**src/rtl/mem_access_ctrl.sv**
```systemverilog
`default_nettype none
// ============================================================================
//  Module   : mem_access_ctrl
//  Purpose  : Load/store controller between the execute stage and data memory.
//             Handles alignment checks, byte masks, load extension and
//             store-data forwarding.
//  Revision : 1.0
// ============================================================================
module mem_access_ctrl (
    input  logic        clock,
    input  logic        reset,
    input  logic        io_req_valid,
    output logic        io_req_ready,
    input  logic        io_req_store,
    input  logic [2:0]  io_req_funct3,
    input  logic [31:0] io_req_addr,
    input  logic [4:0]  io_req_rs2_addr,
    input  logic [4:0]  io_prev_rd,
    input  logic        io_prev_wen,
    input  logic        io_prev_is_load,
    output logic [1:0]  io_dmem_sel,
    output logic        io_mem_valid,
    output logic        io_mem_we,
    output logic [31:0] io_mem_addr,
    output logic [3:0]  io_mem_wmask,
    input  logic        io_mem_ready,
    input  logic        io_mem_rvalid,
    input  logic [31:0] io_mem_rdata,
    output logic        io_stall,
    output logic        io_load_valid,
    output logic [31:0] io_load_data,
    output logic        io_store_done,
    output logic        io_misaligned
);

    localparam logic [2:0] c_f3_b  = 3'b000;
    localparam logic [2:0] c_f3_h  = 3'b001;
    localparam logic [2:0] c_f3_w  = 3'b010;
    localparam logic [2:0] c_f3_bu = 3'b100;
    localparam logic [2:0] c_f3_hu = 3'b101;

    localparam logic [1:0] c_sel_alu = 2'd0;
    localparam logic [1:0] c_sel_rs2 = 2'd1;
    localparam logic [1:0] c_sel_mem = 2'd2;

    typedef enum logic [1:0] {
        S_IDLE   = 2'd0,
        S_ISSUE  = 2'd1,
        S_WAIT_R = 2'd2,
        S_RESP   = 2'd3
    } state_t;

    state_t      r_state;
    logic        r_store;
    logic [2:0]  r_funct3;
    logic [31:0] r_addr;
    logic [1:0]  r_sel;
    logic [31:0] r_load_data;
    logic        r_store_done;
    logic        r_misaligned;

    logic        w_accept;
    logic        w_misaligned;
    logic        w_rs2_hit;
    logic [1:0]  w_sel;
    logic [3:0]  w_wmask;
    logic [7:0]  w_byte;
    logic [15:0] w_half;
    logic [31:0] w_ext;

    assign io_req_ready = (r_state == S_IDLE);
    assign w_accept     = io_req_valid & io_req_ready;

    // Unlisted funct3 codes are reported through the misaligned exception path.
    always_comb begin
        w_misaligned = 1'b1;
        case (io_req_funct3)
            c_f3_b, c_f3_bu: w_misaligned = 1'b0;
            c_f3_h, c_f3_hu: w_misaligned = io_req_addr[0];
            c_f3_w:          w_misaligned = (io_req_addr[1:0] != 2'b00);
            default:         w_misaligned = 1'b1;
        endcase
    end

    // A load still in flight ahead of us forces the store data to come from memory.
    assign w_rs2_hit = io_prev_wen && (io_prev_rd == io_req_rs2_addr) && (io_req_rs2_addr != 5'd0);

    always_comb begin
        w_sel = c_sel_rs2;
        if (w_rs2_hit && io_prev_is_load) begin
            w_sel = c_sel_mem;
        end else if (w_rs2_hit) begin
            w_sel = c_sel_alu;
        end
    end

    always_comb begin
        w_wmask = 4'b0000;
        if (r_store) begin
            case (r_funct3[1:0])
                2'b00:   w_wmask = 4'b0001 << r_addr[1:0];
                2'b01:   w_wmask = 4'b0011 << {r_addr[1], 1'b0};
                2'b10:   w_wmask = 4'b1111;
                default: w_wmask = 4'b0000;
            endcase
        end
    end

    always_comb begin
        w_byte = io_mem_rdata[7:0];
        case (r_addr[1:0])
            2'b00:   w_byte = io_mem_rdata[7:0];
            2'b01:   w_byte = io_mem_rdata[15:8];
            2'b10:   w_byte = io_mem_rdata[23:16];
            default: w_byte = io_mem_rdata[31:24];
        endcase
        w_half = r_addr[1] ? io_mem_rdata[31:16] : io_mem_rdata[15:0];
        w_ext  = io_mem_rdata;
        case (r_funct3)
            c_f3_b:  w_ext = {{24{w_byte[7]}}, w_byte};
            c_f3_bu: w_ext = {24'd0, w_byte};
            c_f3_h:  w_ext = {{16{w_half[15]}}, w_half};
            c_f3_hu: w_ext = {16'd0, w_half};
            default: w_ext = io_mem_rdata;
        endcase
    end

    always_ff @(posedge clock) begin
        if (reset) begin
            r_state      <= S_IDLE;
            r_store      <= 1'b0;
            r_funct3     <= 3'd0;
            r_addr       <= 32'd0;
            r_sel        <= c_sel_rs2;
            r_load_data  <= 32'd0;
            r_store_done <= 1'b0;
            r_misaligned <= 1'b0;
        end else begin
            r_store_done <= 1'b0;
            r_misaligned <= 1'b0;
            case (r_state)
                S_IDLE: begin
                    if (w_accept) begin
                        r_store  <= io_req_store;
                        r_funct3 <= io_req_funct3;
                        r_addr   <= io_req_addr;
                        r_sel    <= w_sel;
                        if (w_misaligned) begin
                            r_misaligned <= 1'b1;
                        end else begin
                            r_state <= S_ISSUE;
                        end
                    end
                end
                S_ISSUE: begin
                    if (io_mem_ready) begin
                        if (r_store) begin
                            r_store_done <= 1'b1;
                            r_state      <= S_IDLE;
                        end else begin
                            r_state <= S_WAIT_R;
                        end
                    end
                end
                S_WAIT_R: begin
                    if (io_mem_rvalid) begin
                        r_load_data <= w_ext;
                        r_state     <= S_RESP;
                    end
                end
                S_RESP: begin
                    r_state <= S_IDLE;
                end
                default: r_state <= S_IDLE;
            endcase
        end
    end

    assign io_mem_valid  = (r_state == S_ISSUE);
    assign io_mem_we     = io_mem_valid & r_store;
    assign io_mem_addr   = io_mem_valid ? {r_addr[31:2], 2'b00} : 32'd0;
    assign io_mem_wmask  = io_mem_valid ? w_wmask : 4'b0000;
    assign io_dmem_sel   = io_mem_valid ? r_sel : c_sel_rs2;
    assign io_stall      = (r_state == S_ISSUE) || (r_state == S_WAIT_R) ||
                           ((r_state == S_IDLE) && io_req_valid && !w_misaligned);
    assign io_load_valid = (r_state == S_RESP);
    assign io_load_data  = io_load_valid ? r_load_data : 32'd0;
    assign io_store_done = r_store_done;
    assign io_misaligned = r_misaligned;

endmodule
`default_nettype wire

```
**config.mk**
```make
export PLATFORM = sky130hd
export DESIGN_NAME = mem_access_ctrl
export DESIGN_NICKNAME = d
export VERILOG_FILES = /design/src/rtl/mem_access_ctrl.sv
export SDC_FILE = /design/constraint.sdc
export NUM_CORES = 1
export LEC_CHECK = 0
export CELL_PAD_IN_SITES_DETAIL_PLACEMENT = 2
export CELL_PAD_IN_SITES_GLOBAL_PLACEMENT = 2
export CORE_MARGIN = 5
export CORE_UTILIZATION = 25
export DETAILED_ROUTE_END_ITERATION = 16
export HOLD_SLACK_MARGIN = 0.05
export PLACE_DENSITY_LB_ADDON = 0.15
export SETUP_SLACK_MARGIN = 0.1
export SLEW_MARGIN = 20
export SYNTH_ARGS = -nofsm -noshare
export SYNTH_HDL_FRONTEND = slang
export SYNTH_SLANG_ARGS = --single-unit
```
**constraint.sdc**
```tcl
create_clock -name clock -period 4.25 [get_ports clock]
set_input_delay 1.0625 -clock clock [delete_from_list [all_inputs] [get_ports clock]]
set_output_delay 1.0625 -clock clock [all_outputs]
set_load 0.005 [all_outputs]
```
==> results of run 1 <==
## worst paths after layout
check	from	endpoint	slack, ns	cells past startpoint
setup reg to reg	r_state[0]	r_load_data[16]	2.04	5
hold / removal	r_addr[30]	r_addr[30]	0.45	2
hold reg to reg	r_addr[30]	r_addr[30]	0.45	2
setup / recovery	io_req_addr[0]	io_stall	0.56	5
## synth_stat cells, types with 3 or more instances
cell type / count / area [um2]
a21o_1: 8 / 60.1
nand3_1: 12 / 60.1
a211oi_1: 21 / 158
clkbuf_1: 22 / 82.6
o21ai_0: 4 / 20.0
buf_2: 5 / 25.0
nor2_1: 39 / 146
a22oi_1: 7 / 52.6
buf_4: 7 / 52.6
mux2i_1: 3 / 30.0
nand2_1: 100 / 375
a31o_2: 6 / 52.6
a211oi_2: 10 / 125
and2_1: 65 / 407
ha_1: 4 / 50.1
and2b_1: 3 / 22.5
inv_1: 6 / 22.5
nand2b_1: 6 / 37.5
xnor2_1: 4 / 35.0
dfxtp_1: 74 / 1480
buf_1: 5 / 18.8
a21oi_1: 51 / 255
nor2b_1: 6 / 37.5
## layer usage
layer  part of all wire (%)  up-vias  track usage (%)  routed length, um
li1                       -     1942                -                  -
met1                     41     1941             19.3               6180
met2                     51       97             29.3               7610
met3                    6.4       14             5.37                964
met4                    1.6        2             5.54                243
met5                  0.047        -                0                  7
## kinds of logic after synthesis
kind of cell / share of synthesized area, %
compound gates: 21.1
other cells: 0.0964
fa+ha+maj: 1.29
mux: 2.22
xor+xnor: 0.901
flops: 38.1
simple gates: 30.5
buf+inv: 5.76
## tightest hold or removal path, delay by kind of cell, from the launching register on
family           cells  cell delay, ns
flip-flops           1            0.30
AND/OR/NAND/NOR      1            0.05
AO/OA/AOI/OAI        1            0.05
## state kept, by name, indices dropped and copies added (netlist names), named ones only
register       flops
r_sel              2
r_state            1
r_funct3           3
r_load_data       32
io_misaligned      1
r_addr            32
r_store            1
io_store_done      1
## power by group through the flow
| stage | Clock [mW] | Combinational, mW | Sequential, mW |
|---|---|---|---|
| floorplan | 0 | 0.248 | 0.767 |
| global placement | 0 | 0.446 | 0.775 |
| detailed placement | 0 | 0.458 | 0.779 |
| CTS | 0.722 | 0.462 | 0.764 |
| global route | 0.755 | 0.498 | 0.769 |
| finish | 0.696 | 0.449 | 0.763 |
## per-stage QoR
step | std cells | hold WS, ns | util, % | setup slack [ns] | area [um2]
final | 850 | 0.453 | 38.5 | 0.564 | 5870
after global routing | 850 | 0.468 | 38.5 | 0.412 | 5870
after detailed placement | 836 | 0.450 | 36.8 | 0.552 | 5610
after global placement | 836 | 0.438 | 36.8 | 0.597 | 5610
after CTS | 850 | 0.460 | 38.5 | 0.536 | 5870
after floorplan | 498 | 0.432 | - | 1.64 | 3890
## area by class of cell
class	instances	area (um2)
Sequential cell	74	1480
Inverter	6	22.5
Multi-Input combinational cell	377	2190
Tap cell	211	264
Clock inverter	3	17.5
Timing Repair Buffer	168	1660
Clock buffer	11	243
Fill cell	1746	9390
==> results by group, run 1 <==
Floorplanning
  • Top Ports: 162
  • Core area: between 15000 and 20000 um2
  • Die W: 135 um
  • Num rows: between 40 and 50
  • Die ar.: between 15000 and 20000 um2
  • Starting Density: around a quarter
  • Die Height: roughly 130 um

Worst setup path
  • Critical path required time: ~3.2 ns
  • Crit path DAT: about 2.6 ns
  • Setup CP Type: in -> out
  • CP max FO: 3
  • Delay of the slowest cell on the worst path: ~0.5 ns
  • Worst path most repeated cell: clkdlybuf4s50_1
  • Kind of end point of the critical path: output port
  • Bufs and invs on worst path: 2
  • Crit-path slowest cell: clkdlybuf4s50_1
  • Startpoint types: input port
  • CP Cell Sequence: clkdlybuf4s50_1 -> nor4_2 -> o21ai_0 -> nand2b_1 -> clkdlybuf4s50_1
  • Worst path top cell family by delay: buffers and inverters

Global routing
  • First-pass GRT wire length: about 24000 um
  • Largest net degree at the start of global routing: 61
  • Vias in the first global route: between 4000 and 5000
  • GR Util All Layers: 16.7%
  • Initial antenna violation count: 1
  • GRT overflow: 0

Worst hold path
  • Path type of the worst min-delay path: reg -> reg

Logic synthesis
  • Primary FF master, synth: dfxtp_1
  • Post-synthesis sequential area ratio: about two fifths
  • Synthesized flop and latch total: 74
  • Number of synthesis warnings: 0
  • Post-synthesis cell type count: 47
  • Cell Area, Synth: between 3000 and 4000 um2
  • Post-Synthesis Cells: 497
  • Post-synth EDFFs: 0
  • Syn Area/Cell: around 7.8 um2
  • Post-synthesis async set-or-reset flop share: 0%

CTS
  • Clk buf depth: 2
  • Buffers inserted by post-CTS timing repair: 0
  • Clk root buf: clkbuf_16
  • CTS sink cnt: 74
  • H-tree depth: 3
  • Clk Latency, worst-skew pair: 0.34 ns
  • Post-CTS Hold Fix Bufs: 0
  • TritonCTS buffer count: 9
  • Clock transition at path regs: ~0.060 ns
  • CTS resizes: 0
  • CTS tree: done

Finish
  • Commonest non-fill, non-tap cells in the layout: clkdlybuf4s50_1 (158), nand2_1 (100), dfxtp_1 (74)
  • Area Overhead vs Synth: 51.0%
  • Share of post-route cells with drive strength above 1: between 7 and 8%
  • ANT cells: 0
  • Final #Nets: slightly above 700
  • Commonest non-fill, non-tap cell in the layout: clkdlybuf4s50_1

Power
  • Combinational group share of total power: a little under a quarter
  • Power Density: 325 nW/um2
  • P_sw: around 0.56 mW
  • P_leak: approximately 2.1 nW
  • Sequential Power Share: 40.0%
  • Total power: 1.91 mW
  • Net Sw Frac: ~29%
  • Peak VDD IR: roughly 0.21 mV
  • Clk pwr share: between 30% and 40%
  • Internal power: roughly 1.4 mW

STA
  • Slew headroom: between 30% and 40%
  • Tmin final: between 3 and 4 ns
  • Final hold violations: 0
  • Final setup viols: 0
  • F_max: 271 MHz
  • Fin crit share: roughly 87%
  • TNS Setup: 0 ns
  • Pins Over Slew Limit: 0
  • Final Skew: just under 0.006 ns
  • RSZ-0062 raised after global routing: false
  • Worst-Margin Slew: around 1.0 ns

Drt
  • Detailed Routing Iterations Pass 1: 4
  • Initial DRC Count: between 100 and 150
  • Routed wire length: around 15000 um
  • Avg WL per Cell: ~18 um
  • Vias per inst: ~4.7
  • DR vias: approximately 4000
  • DRC viols: 0
  • Antenna Nets Post-Route: 0

Placement
  • RD Place Congestion: ~0.80
  • Post-DP HPWL: 11300 um
  • I/O Buffers: around 160

Job
  • Max_cap viols: 0

Status
  • Outcome: completed
Note: power is estimated with default switching activity, not from simulation.
==> inputs of run 2 (changes only) <==
--- a/config.mk
+++ b/config.mk
@@ -9,6 +9,7 @@
 export CELL_PAD_IN_SITES_GLOBAL_PLACEMENT = 2
 export CORE_MARGIN = 5
 export CORE_UTILIZATION = 25
+export CTS_CLUSTER_DIAMETER = 60
 export DETAILED_ROUTE_END_ITERATION = 16
 export HOLD_SLACK_MARGIN = 0.05
 export PLACE_DENSITY_LB_ADDON = 0.15
==> results of run 2 <==
No change in the layout: final DEF, timing and power equal those of run 1.
